### config.mk
export PLATFORM = sky130hd
export DESIGN_NAME = mem_port_arbiter
export DESIGN_NICKNAME = d
export VERILOG_FILES = /design/src/rtl/argon_mem_pkg.sv /design/src/rtl/mem_rr_pick.sv /design/src/rtl/mem_port_arbiter.sv
export SDC_FILE = /design/constraint.sdc
export NUM_CORES = 1
export LEC_CHECK = 0
export CORE_ASPECT_RATIO = 0.9
export CORE_MARGIN = 2
export CORE_UTILIZATION = 51
export CTS_BUF_LIST = sky130_fd_sc_hd__clkbuf_16
export DETAILED_ROUTE_END_ITERATION = 10
export PLACE_DENSITY = 0.85
export SETUP_SLACK_MARGIN = 0.1
export SYNTH_ARGS = -nofsm -noshare
export SYNTH_HDL_FRONTEND = slang
export SYNTH_SLANG_ARGS = --single-unit
### constraint.sdc
create_clock -name i_clk -period 3.7 [get_ports i_clk]
set_clock_uncertainty 0.2 [all_clocks]
set_input_delay 0.74 -clock i_clk [delete_from_list [all_inputs] [get_ports i_clk]]
set_output_delay 0.74 -clock i_clk [all_outputs]
set_load 0.02 [all_outputs]
### src/rtl/argon_mem_pkg.sv
// argon_mem_pkg: shared types, mask encodings and alignment helpers for the memory port arbiter
package argon_mem_pkg;

  typedef enum logic [1:0] {SIZE_BYTE = 2'b00, SIZE_HALF = 2'b01, SIZE_WORD = 2'b10} size_e;

  localparam logic [2:0] RD_MASK_IDLE = 3'b000;
  localparam logic [2:0] RD_MASK_BYTE = 3'b001;
  localparam logic [2:0] RD_MASK_HALF = 3'b011;
  localparam logic [2:0] RD_MASK_WORD = 3'b111;

  localparam logic [1:0] WR_MASK_NONE = 2'b00;
  localparam logic [1:0] WR_MASK_BYTE = 2'b01;
  localparam logic [1:0] WR_MASK_HALF = 2'b10;
  localparam logic [1:0] WR_MASK_WORD = 2'b11;

  typedef enum logic [1:0] {ST_IDLE, ST_ACCESS, ST_DONE} state_e;

  typedef enum logic {REQ_IF = 1'b0, REQ_D = 1'b1} req_e;

  // Size 11 has no legal encoding, so it is treated like a misaligned access.
  function automatic logic bad_align(logic [1:0] size, logic [1:0] a);
    return size == 2'b11 || (size == SIZE_HALF && a[0]) || (size == SIZE_WORD && a != 2'b00);
  endfunction

  function automatic logic [2:0] rd_mask(logic [1:0] size);
    return size == SIZE_BYTE ? RD_MASK_BYTE : size == SIZE_HALF ? RD_MASK_HALF : RD_MASK_WORD;
  endfunction

  function automatic logic [1:0] wr_mask(logic [1:0] size);
    return size == SIZE_BYTE ? WR_MASK_BYTE : size == SIZE_HALF ? WR_MASK_HALF : WR_MASK_WORD;
  endfunction

endpackage

### src/rtl/mem_rr_pick.sv
// mem_rr_pick: pending-request bits for IF and D with round-robin selection
module mem_rr_pick
  import argon_mem_pkg::*;
(
  input  logic       clk,
  input  logic       rst_n,
  input  logic       set_if,
  input  logic       set_d,
  input  logic       take,
  output logic [1:0] pending,
  output logic       grant_valid,
  output req_e       grant_id
);

  logic [1:0] pend_q, pend_d;
  req_e       last_q, last_d;

  // On a tie the port that was not served last wins.
  always_comb begin
    grant_valid = |pend_q;
    grant_id = (&pend_q) ? (last_q == REQ_IF ? REQ_D : REQ_IF) : (pend_q[REQ_D] ? REQ_D : REQ_IF);
    pend_d = pend_q | {set_d, set_if};
    last_d = last_q;
    if (take) begin
      pend_d[grant_id] = 1'b0;
      last_d = grant_id;
    end
  end

  always_ff @(posedge clk or negedge rst_n) begin
    if (!rst_n) begin
      pend_q <= '0;
      last_q <= REQ_IF;
    end else begin
      pend_q <= pend_d;
      last_q <= last_d;
    end
  end

  assign pending = pend_q;

endmodule

### src/rtl/mem_port_arbiter.sv
// mem_port_arbiter: shares one fixed-latency memory port between instruction fetch and data access
module mem_port_arbiter
  import argon_mem_pkg::*;
#(
  parameter int MEM_LATENCY = 2,
  parameter int ADDR_W      = 32,
  parameter int DATA_W      = 32
) (
  input  logic              i_clk,
  input  logic              i_reset_n,
  input  logic              i_if_req,
  input  logic [ADDR_W-1:0] i_if_addr,
  output logic              o_if_done,
  output logic              o_if_err,
  output logic [DATA_W-1:0] o_if_rdata,
  input  logic              i_d_req,
  input  logic              i_d_we,
  input  logic [1:0]        i_d_size,
  input  logic [ADDR_W-1:0] i_d_addr,
  input  logic [DATA_W-1:0] i_d_wdata,
  output logic              o_d_done,
  output logic              o_d_err,
  output logic [DATA_W-1:0] o_d_rdata,
  output logic [ADDR_W-1:0] o_mem_addr,
  output logic [DATA_W-1:0] o_mem_wdata,
  output logic [2:0]        o_mem_rd_mask,
  output logic [1:0]        o_mem_wr_mask,
  input  logic [DATA_W-1:0] i_mem_data
);

  logic [ADDR_W-1:0] if_addr_q, if_addr_d, d_addr_q, d_addr_d, mem_addr_q, mem_addr_d, sel_addr;
  logic [DATA_W-1:0] d_wdata_q, d_wdata_d, mem_wdata_q, mem_wdata_d, fin_rdata;
  logic [DATA_W-1:0] if_rdata_q, if_rdata_d, d_rdata_q, d_rdata_d;
  logic [1:0]        d_size_q, d_size_d, wr_mask_q, wr_mask_d, sel_size, pending;
  logic [2:0]        rd_mask_q, rd_mask_d;
  logic [3:0]        cnt_q, cnt_d;
  logic              d_we_q, d_we_d, sel_we, sel_bad, busy, acc_if, acc_d, take, fin, fin_err;
  logic              if_done_q, if_done_d, if_err_q, if_err_d, d_done_q, d_done_d, d_err_q, d_err_d;
  logic              grant_valid;
  req_e              grant_id, owner_q, owner_d;
  state_e            state_q, state_d;

  mem_rr_pick u_pick (
    .clk        (i_clk),
    .rst_n      (i_reset_n),
    .set_if     (acc_if),
    .set_d      (acc_d),
    .take       (take),
    .pending    (pending),
    .grant_valid(grant_valid),
    .grant_id   (grant_id)
  );

  always_comb begin
    busy = state_q != ST_IDLE;
    acc_if = i_if_req & ~pending[REQ_IF] & ~(busy & owner_q == REQ_IF);
    acc_d = i_d_req & ~pending[REQ_D] & ~(busy & owner_q == REQ_D);
    if_addr_d = acc_if ? i_if_addr : if_addr_q;
    d_addr_d = acc_d ? i_d_addr : d_addr_q;
    d_we_d = acc_d ? i_d_we : d_we_q;
    d_size_d = acc_d ? i_d_size : d_size_q;
    d_wdata_d = acc_d ? i_d_wdata : d_wdata_q;
    sel_addr = grant_id == REQ_D ? d_addr_q : if_addr_q;
    sel_size = grant_id == REQ_D ? d_size_q : SIZE_WORD;
    sel_we = grant_id == REQ_D & d_we_q;
    sel_bad = bad_align(sel_size, sel_addr[1:0]);
    state_d = state_q;
    cnt_d = cnt_q;
    owner_d = owner_q;
    take = 1'b0;
    mem_addr_d = mem_addr_q;
    mem_wdata_d = mem_wdata_q;
    rd_mask_d = rd_mask_q;
    wr_mask_d = wr_mask_q;
    fin = 1'b0;
    fin_err = 1'b0;
    fin_rdata = '0;
    if (state_q == ST_IDLE && grant_valid) begin
      take = 1'b1;
      owner_d = grant_id;
      if (sel_bad) begin
        state_d = ST_DONE;
        fin = 1'b1;
        fin_err = 1'b1;
      end else begin
        state_d = ST_ACCESS;
        cnt_d = 4'(MEM_LATENCY - 1);
        mem_addr_d = sel_addr;
        mem_wdata_d = sel_we ? d_wdata_q : '0;
        rd_mask_d = sel_we ? RD_MASK_IDLE : rd_mask(sel_size);
        wr_mask_d = sel_we ? wr_mask(sel_size) : WR_MASK_NONE;
      end
    end else if (state_q == ST_ACCESS) begin
      cnt_d = cnt_q - 4'd1;
      if (cnt_q == 4'd0) begin
        state_d = ST_DONE;
        fin = 1'b1;
        fin_rdata = wr_mask_q != WR_MASK_NONE ? '0 : i_mem_data;
        mem_addr_d = '0;
        mem_wdata_d = '0;
        rd_mask_d = RD_MASK_IDLE;
        wr_mask_d = WR_MASK_NONE;
      end
    end else if (state_q == ST_DONE) begin
      state_d = ST_IDLE;
    end
    if_done_d = fin & owner_d == REQ_IF;
    d_done_d = fin & owner_d == REQ_D;
    if_err_d = fin_err & owner_d == REQ_IF;
    d_err_d = fin_err & owner_d == REQ_D;
    if_rdata_d = owner_d == REQ_IF ? fin_rdata : '0;
    d_rdata_d = owner_d == REQ_D ? fin_rdata : '0;
  end

  // Reset also abandons an in-flight access: state, outputs and latches all clear at once.
  always_ff @(posedge i_clk or negedge i_reset_n) begin
    if (!i_reset_n) begin
      if_addr_q <= '0;
      d_addr_q <= '0;
      d_we_q <= 1'b0;
      d_size_q <= '0;
      d_wdata_q <= '0;
      state_q <= ST_IDLE;
      cnt_q <= '0;
      owner_q <= REQ_IF;
      mem_addr_q <= '0;
      mem_wdata_q <= '0;
      rd_mask_q <= RD_MASK_IDLE;
      wr_mask_q <= WR_MASK_NONE;
      if_done_q <= 1'b0;
      if_err_q <= 1'b0;
      if_rdata_q <= '0;
      d_done_q <= 1'b0;
      d_err_q <= 1'b0;
      d_rdata_q <= '0;
    end else begin
      if_addr_q <= if_addr_d;
      d_addr_q <= d_addr_d;
      d_we_q <= d_we_d;
      d_size_q <= d_size_d;
      d_wdata_q <= d_wdata_d;
      state_q <= state_d;
      cnt_q <= cnt_d;
      owner_q <= owner_d;
      mem_addr_q <= mem_addr_d;
      mem_wdata_q <= mem_wdata_d;
      rd_mask_q <= rd_mask_d;
      wr_mask_q <= wr_mask_d;
      if_done_q <= if_done_d;
      if_err_q <= if_err_d;
      if_rdata_q <= if_rdata_d;
      d_done_q <= d_done_d;
      d_err_q <= d_err_d;
      d_rdata_q <= d_rdata_d;
    end
  end

  assign o_if_done = if_done_q;
  assign o_if_err = if_err_q;
  assign o_if_rdata = if_rdata_q;
  assign o_d_done = d_done_q;
  assign o_d_err = d_err_q;
  assign o_d_rdata = d_rdata_q;
  assign o_mem_addr = mem_addr_q;
  assign o_mem_wdata = mem_wdata_q;
  assign o_mem_rd_mask = rd_mask_q;
  assign o_mem_wr_mask = wr_mask_q;

endmodule
==> impl_metrics.toml, run 1 <==
[setup_path]
crit_fanout = 37
rr_startpoint = "u_pick.pending[1]$_DFF_PN0_"
critPathKind = "reg2reg"
cp-start-kind = "flop"
crit_required_ns = 3.90
critPathLaunch = "u_pick.pending[1]$_DFF_PN0_"
rr_worst_depth = 5
cp-end-kind = "flop"
cp_data_arrival_time_ns = 3.05
reg2reg_slack_ns = 0.85
reg2reg_to = "o_mem_addr[27]$_DFFE_PN0P_"

[logic_synthesis]
yosys-top-cells-area = "dfrtp_1 66%, mux2_2 15%, a22o_1 4.9%"
ys.warnings.count = 0
syn_inst = 641
ys_seq_area_frac = 0.6585
synth.distinct_cells = 40
syn_nets = 777
synth_area_leader_cell = "dfrtp_1"
yosys.area.top_type_share = 0.6585
synth_seq_cells = 246
syn_area_um2 = 9349
synth.avg_cell_area_um2 = 14.58

[cts]
clk_latency_ns = 0.51
htreeDepth = 1
cts_buffers = 25
ctsLongestPathBuffers = 3
postCtsSetupBuffers = 0
clock_sinks = 246
cts_resized = 0
cts_tree = "done"
clk_pin_slew_ns = 0.06
clockRootBuffer = "clkbuf_16"

[final_layout]
fillCellCount = 1161
diodes = 0
area_delta_synth_final_pct = 41.29
drive_gt1_frac = 0.2004
utilization = 0.7427
nets = 1051
final-instance-count-excl-fill = 1173

[route]
drtIter0Drc = 183
final_antenna_net_count = 0
wl_per_cell_um = 18.94
drc = 0
vias = 6113
totalWireLength_um = 22220
vias_per_cell = 5.211
drtPass1Iterations = 4

[place]
gp_congestion = 0.7775
dp_hpwl_um = 15170
dp.cells = 1127
io_buffers = 271

[global_route]
grt.overflow.total = 0
grt_pass1_vias = 6491
grt_max_degree = 72
grt_util_all_layers = 0.2322
antenna_found_initial = 1
grt_pass1_wl_um = 35970

[run]
cap_viol_max_count = 0

[outcome]
outcome = "finished clean"

[floorplanning]
die_area_um2 = 19430
die_h_um = 132.4
rows = 46
core-area_um2 = 17780
dieWidth_um = 146.7
pin_count = 272
start_util = 0.5257

[power_and_ir_drop]
power_density_nw_per_um2 = 796.3
vdd_drop_max_mv = 0.5283
power_leakage_nw = 5.862

[min_path]
worstHoldPathCells = 1
holdCritPathClass = "reg2reg"
hold_end = "o_mem_wdata[14]$_DFFE_PN0P_"
hp-start = "d_wdata_q[14]$_DFFE_PN0P_"

[sta]
rsz0062_at_grt = "no"
setup_viol = 0
finalMaxSlewViolations = 0
slew_headroom = 0.3767
period_needed_ns = 2.849
worst_pin_slew_ns = 0.9349
finalHoldViolations = 0
max_freq_ghz = 0.3510
tns_ns = 0
fin_crit_sh = 0.7700
-- cell usage after synthesis, drive strengths merged --
master and count:
clkbuf 12, nand2 24, and3b 1, nor2b 2, o21ai 6, and2b 1
a22o 52, a21boi 2, nor3 4, a21oi 7, buf 25, mux2 131
a21o 2, nor4b 1, a32oi 1, inv 17, a31oi 1, or3 1
nand3 1, a31o 1, a32o 3, o21a 2, and2 67, ha 1
xnor2 1, mux2i 13, o22ai 2, nor2 6, nor4 1, nand2b 4
and3 1, or2 2, dfrtp 246
-- worst max-delay path by stage --
stage,end,slack (ns)
6_report,o_mem_addr[27]$_DFFE_PN0P_,0.85
5_1_grt,o_mem_addr[29]$_DFFE_PN0P_,0.58
4_1_cts,o_mem_addr[27]$_DFFE_PN0P_,0.88
3_5_place_dp,o_mem_addr[21]$_DFFE_PN0P_,0.91
3_3_place_gp,if_addr_q[8]$_DFFE_PN0P_,0.94
2_1_floorplan,o_mem_addr[24]$_DFFE_PN0P_,1.61
-- power by group --
| group | total [mW] | switching (mW) | leakage [nW] | internal, mW |
|---|---|---|---|---|
| Combinational | 3.69 | 1.75 | 2.26 | 1.94 |
| Sequential | 4.23 | 0.568 | 3.18 | 3.66 |
| Clock | 2.60 | 1.02 | 0.422 | 1.58 |
| Total | 10.5 | 3.34 | 5.86 | 7.18 |
-- flip-flops by register name, summed over array words and instances, names as in the netlist --
signal,flops
o_if_err,1
d_we_q,1
o_mem_rd_mask,3
o_if_done,1
o_mem_wr_mask,2
d_addr_q,32
if_addr_q,32
o_d_err,1
o_d_rdata,32
u_pick.last_q,1
cnt_q,4
d_size_q,2
o_if_rdata,32
o_mem_addr,32
d_wdata_q,32
u_pick.pending,2
owner_q,1
o_d_done,1
o_mem_wdata,32
state_q,2
-- cells in the final DEF, fill, tap and decap left out, types with 5 or more instances in the layout --
cell             instances
a22o_1                  52
bufinv_16                5
buf_4                    8
mux2_1                   5
clkdlybuf4s50_1        270
a21oi_1                  7
clkbuf_16               25
o21ai_0                  5
mux2_2                 126
nand2_1                 24
clkinv_1                 6
dfrtp_1                246
and2_1                  67
inv_1                   18
mux2i_1                 13
-- routing by layer --
| layer | routed length, µm | GRT usage | up-vias |
|---|---|---|---|
| met5 | 9 | 0 | - |
| met4 | 352 | 0.04423 | 2 |
| met3 | 1826 | 0.07138 | 29 |
| met2 | 10760 | 0.3795 | 215 |
| met1 | 9277 | 0.3127 | 3094 |
| li1 | - | - | 2773 |
-- final cells by class --
type                       instances  area [µm²]  share of cell area
clock inverter                    20       230.2             0.01743
multi-input combinational        341        2965              0.2245
sequential                       246        6156              0.4660
clock buffer                      25       625.6             0.04736
timing repair buffer             284        2868              0.2171
tap                              240       300.3             0.02273
inverter                          17       63.81            0.004831
-- critical path, cell delays in order, from the launching register on --
cell	delay [ns]
dfrtp_1	0.44
a21boi_1	0.57
o21ai_1	0.32
a31oi_4	0.49
buf_12	0.30
mux2_2	0.37
-- cells by family (layout without fill, tap and decap cells) --
| family | count (synthesis) | in the layout | share of synthesized area |
|---|---|---|---|
| DFF | 246 | 246 | 0.6585 |
| muxes | 144 | 144 | 0.1717 |
| and+or+nand+nor | 116 | 116 | 0.07053 |
| adders and majority gates | 1 | 1 | 0.001338 |
| buffers and inverters | 54 | 346 | 0.02703 |
| AOI/OAI and AO/OA | 79 | 79 | 0.06999 |
| xor gates and xnor gates | 1 | 1 | 0.0009370 |
-- stage by stage --
step           setup WS [ns]  hold WS [ns]  instance area (µm²)  total power [mW]
4_1_cts               0.8806        0.2892                13210             10.61
5_1_grt               0.5843        0.3065                13210             11.10
6_report              0.8510        0.2903                13210             10.52
3_3_place_gp          0.9391        0.2669                12340             7.836
3_5_place_dp          0.9094        0.2729                12340             7.963
2_1_floorplan          1.610        0.2444                 9349             6.478
-- timing repair --
item | 4_1_cts | 5_1_grt
hold buffers | 1 | 0
endpoints found under the hold margin | 55 | 0
setup endpoints to repair | 0 | 0
(Power assumes the default switching activity.)
==> run 2, diff against run 1 <==
Settings changed: CORE_UTILIZATION 51 to 47, PLACE_DENSITY 0.85 to 0.79.
Clock period 3.7 ns to 2.85 ns, I/O delays scaled along.
==> impl_metrics.toml, run 2 (same netlist as run 1, synthesis figures left out) <==
[outcome]
outcome = "finished clean"

[sta]
tns_ns = 0
rsz0062_at_grt = "no"
finalMaxSlewViolations = 0
max_freq_ghz = 0.4011
fin_ws_ns = 0.3566
slew_headroom = 0.5995
finalHoldViolations = 0
setup_viol = 0
period_needed_ns = 2.493
worst_pin_slew_ns = 0.6008
fin_crit_sh = 0.8749

[setup_path]
rr_worst_depth = 5
crit_required_ns = 2.08
cp.depth = 1
critPathKind = "reg2out"
critPathLaunch = "o_mem_wr_mask[0]$_DFFE_PN0P_"
rr_startpoint = "u_pick.pending[1]$_DFF_PN0_"
cp_data_arrival_time_ns = 1.72
crit_path_end = "o_mem_wr_mask[0]"
crit_fanout = 4
reg2reg_slack_ns = 0.53
crit_slowest_cell = "clkdlybuf4s50_1"
cpPeakStageDelay_ns = 0.75
reg2reg_to = "o_mem_addr[9]$_DFFE_PN0P_"
cp-start-kind = "flop"
cp-end-kind = "output pin"
critPathBufInv = 1
cp_top_family = "buffers and inverters"
cp_cell_sequence = "clkdlybuf4s50_1"

[floorplanning]
dieWidth_um = 152.7
core-area_um2 = 19340
die_area_um2 = 21040
die_h_um = 137.8
start_util = 0.4834
pin_count = 272
rows = 48

[cts]
ctsLongestPathBuffers = 3
postCtsSetupBuffers = 0
cts_buffers = 26
clk_pin_slew_ns = 0.06
htreeDepth = 1
clk_latency_ns = 0.51
clockRootBuffer = "clkbuf_16"
cts_tree = "done"
clock_sinks = 246
cts_resized = 0
cts-hold-fix-buffers = 1

[place]
dp_hpwl_um = 15030
gp_congestion = 0.7745
io_buffers = 271
place_area_um2 = 12420
pre_cts_slack_ns = 0.5486

[global_route]
grt_use_met1 = 0.2831
gr-usage-met2 = 0.3256
grt_max_degree = 69
grt_pass1_vias = 6289
busiest_layer = "met2"
grt_util_all_layers = 0.2100
antenna_found_initial = 0
grt.overflow.total = 0
grt_pass1_wl_um = 34960
grt_use_met3 = 0.07864

[route]
final_antenna_net_count = 0
vias = 6030
drtIter0Drc = 220
drtPass1Iterations = 4
drc = 0
totalWireLength_um = 22000
vias_per_cell = 5.084
wl_per_cell_um = 18.55

[final_layout]
drive_gt1_frac = 0.1987
finalInstanceArea_um2 = 13250
layout_commonest_cell = "clkdlybuf4s50_1"
area_delta_synth_final_pct = 41.76
diodes = 0
layout_common_cells = "270 x clkdlybuf4s50_1, 246 x dfrtp_1, 126 x mux2_2, 67 x and2_1, 52 x a22o_1"
nets = 1055

[power_and_ir_drop]
vdd_drop_max_mv = 0.6848
power_density_nw_per_um2 = 1025
power_leakage_nw = 5.892

[run]
cap_viol_max_count = 0

[min_path]
holdCritPathClass = "reg2reg"
run 2: power by group:
group	leakage, nW	internal (mW)	switching (mW)
clock network	0.423	1.96	1.30
registers	3.18	4.76	0.732
logic	2.29	2.56	2.27
run 2: worst min-delay path by stage:
stage	startpoint	to	slack (ns)	depth (start not counted)
floorplan	i_reset_n	cnt_q[0]$_DFFE_PN0P_	0.07	0
global placement	o_mem_addr[18]$_DFFE_PN0P_	o_mem_addr[18]$_DFFE_PN0P_	0.27	1
detailed placement	d_wdata_q[2]$_DFFE_PN0P_	o_mem_wdata[2]$_DFFE_PN0P_	0.28	1
CTS	d_wdata_q[2]$_DFFE_PN0P_	o_mem_wdata[2]$_DFFE_PN0P_	0.29	1
global route	d_wdata_q[0]$_DFFE_PN0P_	o_mem_wdata[0]$_DFFE_PN0P_	0.31	1
finish	d_wdata_q[15]$_DFFE_PN0P_	o_mem_wdata[15]$_DFFE_PN0P_	0.29	1
run 2: metrics by stage:
step | util | std cells | power (mW) | hold WS, ns
6_report | 0.6853 | 1186 | 13.59 | 0.2880
5_1_grt | 0.6853 | 1186 | 14.33 | 0.3104
4_1_cts | 0.6853 | 1186 | 13.72 | 0.2894
3_5_place_dp | 0.6420 | 1140 | 10.40 | 0.2763
3_3_place_gp | 0.6420 | 1140 | 10.23 | 0.2698
2_1_floorplan | - | 641 | 8.411 | 0.07441
run 2: area by class of cell:
type / instances / area, µm²
clock inverters: 18 / 151.4
fillers: 1372 / 6086
clock buffers: 27 / 675.6
flip-flops and latches: 246 / 6156
repair buffers: 287 / 2928
multi-input cells: 341 / 2965
well taps: 250 / 312.8
inverters: 17 / 63.81
run 2: routing by layer:
metal,vias up,wire length (µm)
met1,2989,9247
met5,-,0
met4,0,432
li1,2783,-
met3,34,2259
met2,224,10060
==> run 3, diff against run 2 <==
Settings changed: SYNTH_HIERARCHICAL from default to 1.
==> impl_metrics.toml, run 3 <==
[setup_path]
crit_required_ns = 2.08
cpPeakStageDelay_ns = 0.70
cp_cell_sequence = "clkdlybuf4s50_1"
cp_data_arrival_time_ns = 1.68
rr_worst_depth = 7
crit_fanout = 4
critPathBufInv = 1
cp_top_family = "buffers and inverters"
cp.depth = 1
crit_slowest_cell = "clkdlybuf4s50_1"
critPathKind = "reg2out"
cp-end-kind = "output pin"
cp-start-kind = "flop"

[final_layout]
utilization = 0.6779
nets = 1054
drive_gt1_frac = 0.1736
layout_commonest_cell = "clkdlybuf4s50_1"
diodes = 0
final-instance-count-excl-fill = 1183
area_delta_synth_final_pct = 40.44
layout_common_cells = "270 x clkdlybuf4s50_1, 246 x dfrtp_1, 101 x mux2_2, 65 x and2_1, 44 x mux2i_1"
finalInstanceArea_um2 = 13110

[floorplanning]
dieWidth_um = 152.6
die_h_um = 137.7
die_area_um2 = 21010
start_util = 0.4827
rows = 48
core-area_um2 = 19340
pin_count = 272

[global_route]
grt_pass1_wl_um = 34380
antenna_found_initial = 0
grt_pass1_vias = 6403
grt_max_degree = 85
grt.overflow.total = 0
grt_util_all_layers = 0.2051

[sta]
max_freq_ghz = 0.4088
slew_headroom = 0.2237
finalMaxSlewViolations = 0
period_needed_ns = 2.446
rsz0062_at_grt = "no"
worst_hold_slack_ns = 0.2866
fin_crit_sh = 0.8584
worst_pin_slew_ns = 1.160
finalHoldViolations = 0
tns_ns = 0
setup_viol = 0
fin_ws_ns = 0.4037

[power_and_ir_drop]
vdd_drop_max_mv = 0.5651
power_leakage_nw = 5.900
power_mw = 13.18
power_density_nw_per_um2 = 1005

[cts]
htreeDepth = 1
postCtsSetupBuffers = 0
clk_pin_slew_ns = 0.06
clockRootBuffer = "clkbuf_16"
clock_sinks = 246
cts_buffers = 25
cts_tree = "done"
clk_latency_ns = 0.51
ctsLongestPathBuffers = 3

[logic_synthesis]
yosys.area.top_type_share = 0.6594
synth_ff_type = "dfrtp_1"
yosys-top-cells-area = "dfrtp_1 66%, mux2_2 12%, mux2i_1 4.7%"
yosys-top-cells-count = "246 x dfrtp_1, 101 x mux2_2, 66 x and2_1"
synth.avg_cell_area_um2 = 14.65
synth_edf_count = 0
yosysMostFrequentCell = "dfrtp_1"
ys.warnings.count = 6
ys_async_sr_fraction = 1.000
syn_inst = 637
synth_area_leader_cell = "dfrtp_1"
synth.distinct_cells = 41
synth_seq_cells = 246
ys_seq_area_frac = 0.6594
syn_nets = 774
syn_area_um2 = 9335

[route]
vias = 6023
drtPass1Iterations = 4
drc = 0
totalWireLength_um = 21410
vias_per_cell = 5.091
wl_per_cell_um = 18.10
drtIter0Drc = 354
final_antenna_net_count = 0

[place]
io_buffers = 271
pre_cts_slack_ns = 0.2889
gp_congestion = 0.7979
dp.cells = 1139
place_area_um2 = 12370
dp_hpwl_um = 14620

[run]
cap_viol_max_count = 0

[min_path]
worstHoldPathCells = 1
holdCritPathClass = "reg2reg"

[outcome]
outcome = "finished clean"
==> run 3: changes by cell type after synthesis, sizes merged, moves of 3 or more <==
cell     delta
a22o       -30
a32o        -3
mux2       -28
mux2i      +31
nor3        -3
o2bb2ai    +33
==> run 3: cell type report <==
type	instances	area [µm²]
Timing Repair Buffer	288	2898
Fill cell	1421	6228
Multi-Input combinational cell	338	2950
Inverter	18	67.56
Sequential cell	246	6156
Tap cell	250	312.8
Clock inverter	18	100.1
Clock buffer	25	625.6
==> run 3: repair_timing <==
action,CTS,global route
setup endpoints to repair,0,19
gates resized for setup,0,1
hold buffers,1,0
endpoints found under the hold margin,51,0
==> run 3: cells by family (layout without fill, tap and decap cells) <==
family,count (synthesis),count (layout),synth area share
buffers and inverters,53,349,0.02774
adder cells (fa/ha/maj),2,2,0.002680
AO/OA/AOI/OAI,75,75,0.06581
XOR/XNOR,1,1,0.0009384
AND/OR/NAND/NOR,113,113,0.07117
multiplexers,147,147,0.1722
flip-flops,246,246,0.6594
==> run 3: final timing paths <==
kind                                         startpoint                           end  slack, ns
hold reg to reg               d_wdata_q[17]$_DFFE_PN0P_   o_mem_wdata[17]$_DFFE_PN0P_       0.29
setup / recovery           o_mem_wr_mask[0]$_DFFE_PN0P_              o_mem_wr_mask[0]       0.40
setup reg to reg            u_pick/pending[1]$_DFF_PN0_  o_mem_rd_mask[0]$_DFFE_PN0P_       0.54
max in group asynchronous                     i_reset_n    o_mem_addr[12]$_DFFE_PN0P_       1.28
hold / removal                d_wdata_q[17]$_DFFE_PN0P_   o_mem_wdata[17]$_DFFE_PN0P_       0.29
min in group asynchronous                     i_reset_n    o_mem_addr[29]$_DFFE_PN0P_       0.38
==> run 3: worst reg2reg max path, cell delays in order, from the launching register on <==
cell	delay [ns]
dfrtp_1	0.41
a21bo_2	0.23
inv_2	0.06
nor2b_1	0.15
a211o_1	0.37
o21bai_4	0.20
buf_4	0.22
mux2_2	0.35
==> run 3: power by group <==
part | leakage, nW | internal [mW] | switching, mW
sequential | 3.17 | 4.70 | 0.706
clock | 0.372 | 1.67 | 1.26
combinational | 2.36 | 2.52 | 2.33
total | 5.90 | 8.88 | 4.30
==> run 3: metal layers <==
metal	wire, µm	vias to the layer above	track usage
met4	440	0	0.04578
met1	9173	3031	0.2663
met5	0	-	0
met3	1411	35	0.05316
li1	-	2762	-
met2	10390	195	0.3524
